File: config.mk
export PLATFORM = sky130hd
export DESIGN_NAME = div_pipeline_flat
export DESIGN_NICKNAME = d
export VERILOG_FILES = /design/src/rtl/div_pkg.sv /design/src/rtl/div_if.sv /design/src/rtl/div_cell.sv /design/src/rtl/div_pipeline.sv /design/src/flat_wrapper.sv
export SDC_FILE = /design/constraint.sdc
export NUM_CORES = 1
export LEC_CHECK = 0
export ABC_AREA = 1
export CORE_MARGIN = 4
export CORE_UTILIZATION = 50
export DETAILED_ROUTE_END_ITERATION = 12
export PLACE_DENSITY_LB_ADDON = 0.2
export SYNTH_ARGS = -nofsm -noshare
export SYNTH_HDL_FRONTEND = slang
export SYNTH_SLANG_ARGS = --single-unit
File: constraint.sdc
create_clock -name clk -period 1.73 [get_ports clk]
set_clock_uncertainty 0.15 [all_clocks]
set_input_delay 0.173 -clock clk [delete_from_list [all_inputs] [get_ports clk]]
set_output_delay 0.173 -clock clk [all_outputs]
set_load 0.05 [all_outputs]
File: src/rtl/div_pkg.sv
// Shared constants and stage record for the pipelined restoring divider.
// DIV_ZERO_DET_EN adds the per-stage divide-by-zero flag to the record.
package div_pkg;

    localparam int unsigned N = 8;  // dividend/quotient width and pipeline depth
    localparam int unsigned M = 4;  // divisor/remainder width

    typedef struct packed {
        logic         valid;
        logic [M-1:0] rem;
        logic [N-1:0] dvd;
        logic [N-1:0] quo;
        logic [M-1:0] dvs;
`ifdef DIV_ZERO_DET_EN
        logic         dz;
`endif
    } stage_t;

endpackage

File: src/rtl/div_if.sv
// Operand/result bundle for div_pipeline.
interface div_if;

    logic                      en;
    logic [div_pkg::N-1:0]     dividend;
    logic [div_pkg::M-1:0]     divisor;
    logic [div_pkg::N-1:0]     quotient;
    logic [div_pkg::M-1:0]     remainder;
    logic                      div_zero;
    logic                      rdy;

    modport master (
        output en, dividend, divisor,
        input  quotient, remainder, div_zero, rdy
    );

    modport slave (
        input  en, dividend, divisor,
        output quotient, remainder, div_zero, rdy
    );

endinterface

File: src/rtl/div_cell.sv
// One shift-subtract stage: resolves one quotient bit, MSB first, into a registered record.
module div_cell
    import div_pkg::*;
(
    input  logic   clk,
    input  logic   rstn,
    input  stage_t din,
    output stage_t dout
);

    logic [M:0] trial;
    logic       ge;
    stage_t     nxt;

    // Restoring step: bring in the next dividend bit and subtract if it fits.
    always_comb begin
        trial    = {din.rem, din.dvd[N-1]};
        ge       = (trial >= {1'b0, din.dvs});
        nxt      = din;
        nxt.dvd  = N'({din.dvd, 1'b0});
        nxt.quo  = N'({din.quo, ge});
        nxt.rem  = ge ? M'(trial - {1'b0, din.dvs}) : trial[M-1:0];
    end

    // Bubbles travel as all-zero records so outputs read 0 whenever rdy is low.
    always_ff @(posedge clk) begin
        if (!rstn || !din.valid) begin
            dout <= '0;
        end else begin
            dout <= nxt;
        end
    end

endmodule

File: src/rtl/div_pipeline.sv
// Fully pipelined unsigned restoring divider, N-cycle latency, one result per cycle.
// DIV_ZERO_DET_EN enables the div_zero flag; otherwise div_zero is tied to 0.
module div_pipeline
    import div_pkg::*;
(
    input  logic  clk,
    input  logic  rstn,
    div_if.slave  bus
);

    stage_t head;
    stage_t stg [N];
    logic   unused_tail;

    always_comb begin
        head       = '0;
        head.valid = bus.en;
        head.dvd   = bus.dividend;
        head.dvs   = bus.divisor;
`ifdef DIV_ZERO_DET_EN
        head.dz    = (bus.divisor == '0);
`endif
    end

    for (genvar k = 0; k < int'(N); k++) begin : g_stage
        if (k == 0) begin : g_first
            div_cell u_cell (.clk(clk), .rstn(rstn), .din(head),       .dout(stg[k]));
        end else begin : g_next
            div_cell u_cell (.clk(clk), .rstn(rstn), .din(stg[k-1]), .dout(stg[k]));
        end
    end

    assign bus.quotient  = stg[N-1].quo;
    assign bus.remainder = stg[N-1].rem;
    assign bus.rdy       = stg[N-1].valid;
`ifdef DIV_ZERO_DET_EN
    assign bus.div_zero  = stg[N-1].dz;
`else
    assign bus.div_zero  = 1'b0;
`endif

    // Dividend is fully consumed and the divisor copy has no consumer past the last stage.
    assign unused_tail = ^{stg[N-1].dvd, stg[N-1].dvs};

endmodule

File: src/flat_wrapper.sv
// flat-port wrapper written by rule: the top's interface ports become plain ports
module div_pipeline_flat import div_pkg::*;
  (clk, rstn, bus_en, bus_dividend, bus_divisor, bus_quotient, bus_remainder, bus_div_zero, bus_rdy);
  div_if bus_i ();
  input  logic clk;
  input  logic rstn;
  input wire logic [$bits(bus_i.en)-1:0] bus_en;
  input wire logic [$bits(bus_i.dividend)-1:0] bus_dividend;
  input wire logic [$bits(bus_i.divisor)-1:0] bus_divisor;
  output wire logic [$bits(bus_i.quotient)-1:0] bus_quotient;
  output wire logic [$bits(bus_i.remainder)-1:0] bus_remainder;
  output wire logic [$bits(bus_i.div_zero)-1:0] bus_div_zero;
  output wire logic [$bits(bus_i.rdy)-1:0] bus_rdy;
  assign bus_i.en = bus_en;
  assign bus_i.dividend = bus_dividend;
  assign bus_i.divisor = bus_divisor;
  assign bus_quotient = bus_i.quotient;
  assign bus_remainder = bus_i.remainder;
  assign bus_div_zero = bus_i.div_zero;
  assign bus_rdy = bus_i.rdy;
  div_pipeline u_core (.clk(clk), .rstn(rstn), .bus(bus_i));
endmodule
### After elaboration in Yosys (flattened, before gate mapping)

Index checks and enable logic that the tools add are counted.

| word-level totals | value |
|---|---|
| bits in registers | 159 |
| bits of input ports | 15 |
| output and inout bits | 14 |
| logic and storage cells | 88 |

| operators by class | value |
|---|---|
| add/sub/neg operators | 8 |
| $lt $le $gt $ge | 8 |
| muxes and demuxes | 8 |
| bitwise gates (word level) | 1 |
| reduce and logical (&&, ||, !) cells | 18 |

Operators by type and width:

| cell | number |
|---|---|
| 5-bit by 4-bit >= comparator with 1-bit output | 7 |
| 4-bit two-way mux | 8 |
| 4-bit subtractor | 7 |
| 1-bit zero test | 9 |
| 1-bit logical OR | 8 |
| 1-bit by 4-bit >= comparator with 1-bit output | 1 |
| 1-bit by 4-bit subtractor with 4-bit output | 1 |
| 2-bit OR reduction | 1 |
| 1-bit NOT | 1 |

### Depth between registers and ports, before layout

| logic depth | value |
|---|---|
| depth in word-level cells | 3 |
| mapped depth | 11 |
| mapped depth without buffers | 11 |

### Modules after synthesis

Synthesis repeated with hierarchy kept, for this count alone.

| second synthesis, totals | value |
|---|---|
| cells, all modules | 826 |
| area, all modules | 6916.6 um^2 |

By module, submodules not included:

| module | times used | cells each | area each (um^2) | seq. area each (um^2) |
|---|---|---|---|---|
| div_cell (u_core.g_stage[3].g_next.u_cell ...) | 5 | 103 | 864.6 | 480.5 |
| div_cell (u_core.g_stage[0].g_first.u_cell ...) | 3 | 103 | 860.8 | 480.5 |
| div_pipeline | 1 | 2 | 11.3 | 0.0 |

### Worst setup path after synthesis

Ideal clock, no wire load.

| path | value |
|---|---|
| kind | register to register |
| from | register u_core.g_stage[6].g_next.u_cell.dout[2] in the netlist's numbering |
| to | register u_core.g_stage[7].g_next.u_cell.dout[22] in the netlist's numbering |
| setup time | 114 ps |
| arrival time | 1215 ps |
| data required time | 1466 ps |
| setup slack | 251 ps |
| stages on the path, launching flop included | 9 |
| buffers on the path | 0 |
| period minus slack after synthesis | 1479 ps |
| cell sequence | dfxtp_1 -> inv_1 -> ha_1 -> a21oi_2 -> nand2_1 -> nand2_2 -> nand2_4 -> nor2_1 -> nor2_2 |

| on the way | value |
|---|---|
| cells in the longest elaborated chain, start to end | 2 |

Ends and longest elaborated chain:

| element | line | RTL |
|---|---|---|
| start, declared | div_cell.sv:8 | `output stage_t dout` |
| start signal, assigned | div_cell.sv:30 | `dout <= nxt;` |
| 4-bit subtractor or 5-bit by 4-bit >= comparator with 1-bit output (tied branches) | div_cell.sv:22, div_cell.sv:18 |  |
| 4-bit two-way mux * | div_cell.sv:22 | `nxt.rem = ge ? M'(trial - {1'b0, din.dvs}) : trial[M-1:0];` |
| end signal, assigned | div_cell.sv:30 |  |
| end, declared | div_cell.sv:8 |  |

Every way passes the cells marked *; elsewhere a longest branch is shown, timed or not.
A chain may end at the register's enable or synchronous reset.

### Final worst setup path

| path | value |
|---|---|
| from | register u_core.g_stage[4].g_next.u_cell.dout[2] in the netlist's numbering |
| to | register u_core.g_stage[5].g_next.u_cell.dout[21] in the netlist's numbering |

| on the way | value |
|---|---|
| cells in the longest elaborated chain, start to end | 2 |

Ends and longest elaborated chain:

| element | line | RTL |
|---|---|---|
| start, declared | div_cell.sv:8 |  |
| start signal, assigned | div_cell.sv:30 |  |
| 5-bit by 4-bit >= comparator with 1-bit output | div_cell.sv:18 | `ge = (trial >= {1'b0, din.dvs});` |
| 4-bit two-way mux | div_cell.sv:22 |  |
| end signal, assigned | div_cell.sv:30 |  |
| end, declared | div_cell.sv:8 |  |

Every way passes these cells.

==> metrics.cfg <==
[yosys]
ys_seq_area_frac=0.511
yosysUniqueCellTypes=20
ys_top_cells_by_count=nor2_1, inv_1, dfxtp_1
netlist.area_leader.share=0.511
synth_ff_type=dfxtp_1
synth_edf_count=0
syn_inst=654
synth_seq_cells=132
yosysWarnings=0
syn_nets=706
ys_top_cells_by_area=dfxtp_1, nor2_1, inv_1
synthMostInstantiatedCell=nor2_1
synth.avg_cell_area_um2=7.91
async_reset_ff_frac=0
synth_area_um2=5170
yosys.area.top_type=dfxtp_1

[final_layout]
n_antenna_cell=0
nNetsFinal=756
drive_gt1_frac=0.135
area_growth_pct=20.2
fin_cells=850
fillCellCount=855

[global_routing]
grt_max_degree=17
grt-ovfl-total=0
grt_pass1_vias=3765
grt_use_met3=0.0482
antenna_found_initial=0
track_usage=0.159
grt_pass1_wl_um=14900
met1_usage=0.152
use_met2=0.305
top_usage_layer=met2

[floorplanning]
fp.dieH_um=110
ios=29
num_rows=36
core_area_um2=9910
start_util=0.522
die_w_um=110
die-area_um2=12000

[routing]
drc_errors=0
first_pass_iters=5
wl_per_cell_um=9.82
routed_wl_um=8350
vias=3768
ant_nets=0
drt_iter0_markers=93
viasPerCell=4.43

[critical_path]
worstPathRequired_ns=2.03
crit_chain=inv_1, ha_1, a21oi_2, nand2_1, nand2_2, nand2_2, inv_2, nor2_1, nor2_1
timing.rr.start=u_core.g_stage[4].g_next.u_cell.dout[2]
crit_path_end_kind=register
slowest_stage=ha_1
critPathMaxFanout=5
path_class=reg2reg
crit_start=u_core.g_stage[4].g_next.u_cell.dout[2]
r2r_slack_ns=0.13
slowest_delay_ns=0.36
worst_setup_path_start_kind=register
critPathArrivalTime_ns=1.89

[cts]
tritoncts=yes
root_buffer=clkbuf_8
clk-insertion-delay-late_ns=0.51
numClockSinks=132
cts_made_buffers=17
ctsHtreeMaxLevel=4
clockBufferDepth=2
clk_pin_slew_ns=0.06
hold_buffers=0

[hold_path]
min-delay-path-class=in2reg
hold_start=bus_dividend[6]

[place]
place_congestion=0.804
io_buffers=27
dp.cells=816
hpwl_um=6390

[sta]
period_needed_ns=1.60
finalSetupViolCount=0
drv_slew=0
rsz0062_at_grt=no
hold_violations=0
finalCritPeriodShare=0.925
fmax_mhz=625

[outcome]
status=finished clean

[power_and_ir_drop]
totalPowerFinal_mw=6.63
power_density_nw_per_um2=1070
p_leak_nw=2.91
irDropWorstVdd_mv=0.845

[job]
max_cap_viol_count=0

-- flip-flops by register name, indices dropped and copies added (netlist names) --
| name | count |
|---|---|
| u_core.g_stage.g_next.u_cell.dout | 115 |
| u_core.g_stage.g_first.u_cell.dout | 17 |
-- cells in the final DEF (no fill, tap or decap) --
master           count
a21oi_1              1
a21oi_2              7
a31oi_1              1
buf_4               26
clkbuf_16           16
clkbuf_8             2
clkdlybuf4s50_1     14
clkinv_4             2
clkinv_8             1
clkinvlp_4           3
conb_1               1
dfxtp_1            130
dfxtp_2              2
fa_1                 7
ha_1                28
ha_4                 2
inv_1              149
inv_2                7
inv_6                3
inv_8                5
nand2_1             98
nand2_2             15
nand2_4              1
nand3_1             28
nor2_1             153
nor2_2               5
o21ai_0              1
o21bai_1             1
xor2_1               8
-- final cells by class --
class                   count  area [µm²]  area share
repair buffers             40         335      0.0539
flip-flops and latches    132        2650       0.425
clock inverters            14         139      0.0223
inverters                 156         586      0.0942
clock buffers              18         428      0.0688
well taps                 133         166      0.0268
multi-input cells         357        1920       0.309
-- cells by family after synthesis --
| family | after synthesis | share of synthesized area |
|---|---|---|
| DFF | 132 | 0.511 |
| and+or+nand+nor | 300 | 0.236 |
| adders and majority gates | 37 | 0.0997 |
| AOI/OAI and AO/OA | 11 | 0.0165 |
| xor gates and xnor gates | 8 | 0.0136 |
| buffers and inverters | 165 | 0.123 |
| other | 1 | 0.000725 |
-- final timing paths --
kind / endpoint / cells past startpoint
worst max-delay path: u_core.g_stage[5].g_next.u_cell.dout[21] / 9
worst min-delay path: u_core.g_stage[0].g_first.u_cell.dout[19] / 3
worst max register to register: u_core.g_stage[5].g_next.u_cell.dout[21] / 9
worst min register to register: u_core.g_stage[6].g_next.u_cell.dout[5] / 2
-- per-layer routing --
| metal | vias to the layer above | routed length, µm |
|---|---|---|
| li1 | 1987 | - |
| met1 | 1702 | 3350 |
| met2 | 61 | 4500 |
| met3 | 18 | 309 |
| met4 | 0 | 189 |
| met5 | - | 0 |
-- where the power goes --
| part | switching (mW) | internal (mW) |
|---|---|---|
| clock network | 1.42 | 1.87 |
| logic | 0.149 | 0.107 |
| registers | 0.0110 | 3.07 |
-- per-stage QoR --
step           TNS (ns)  utilization  setup slack [ns]  hold WS, ns  cell area, µm²
6_report              0        0.627             0.131       0.0312            6220
5_1_grt               0        0.627           0.00115       0.0192            6220
4_1_cts               0        0.623             0.120      0.00706            6170
3_5_place_dp     -0.263        0.566            -0.145        0.248            5610
3_3_place_gp    -0.0563        0.566           -0.0563        0.245            5610
2_1_floorplan         0            -             0.251        0.135            5170
-- critical path, delay by kind of cell, from the launching register on --
kind | cells | cell delay, ns
fa+ha+maj | 1 | 0.36
simple gates | 5 | 0.39
flops | 1 | 0.31
buf+inv | 2 | 0.15
compound gates | 1 | 0.19
-- what timing repair did --
action	4_1_cts	5_1_grt
gates resized for setup	0	4
endpoints found under the setup margin	0	4
setup buffers	0	2
No activity file was read; power rests on OpenSTA's default activity.
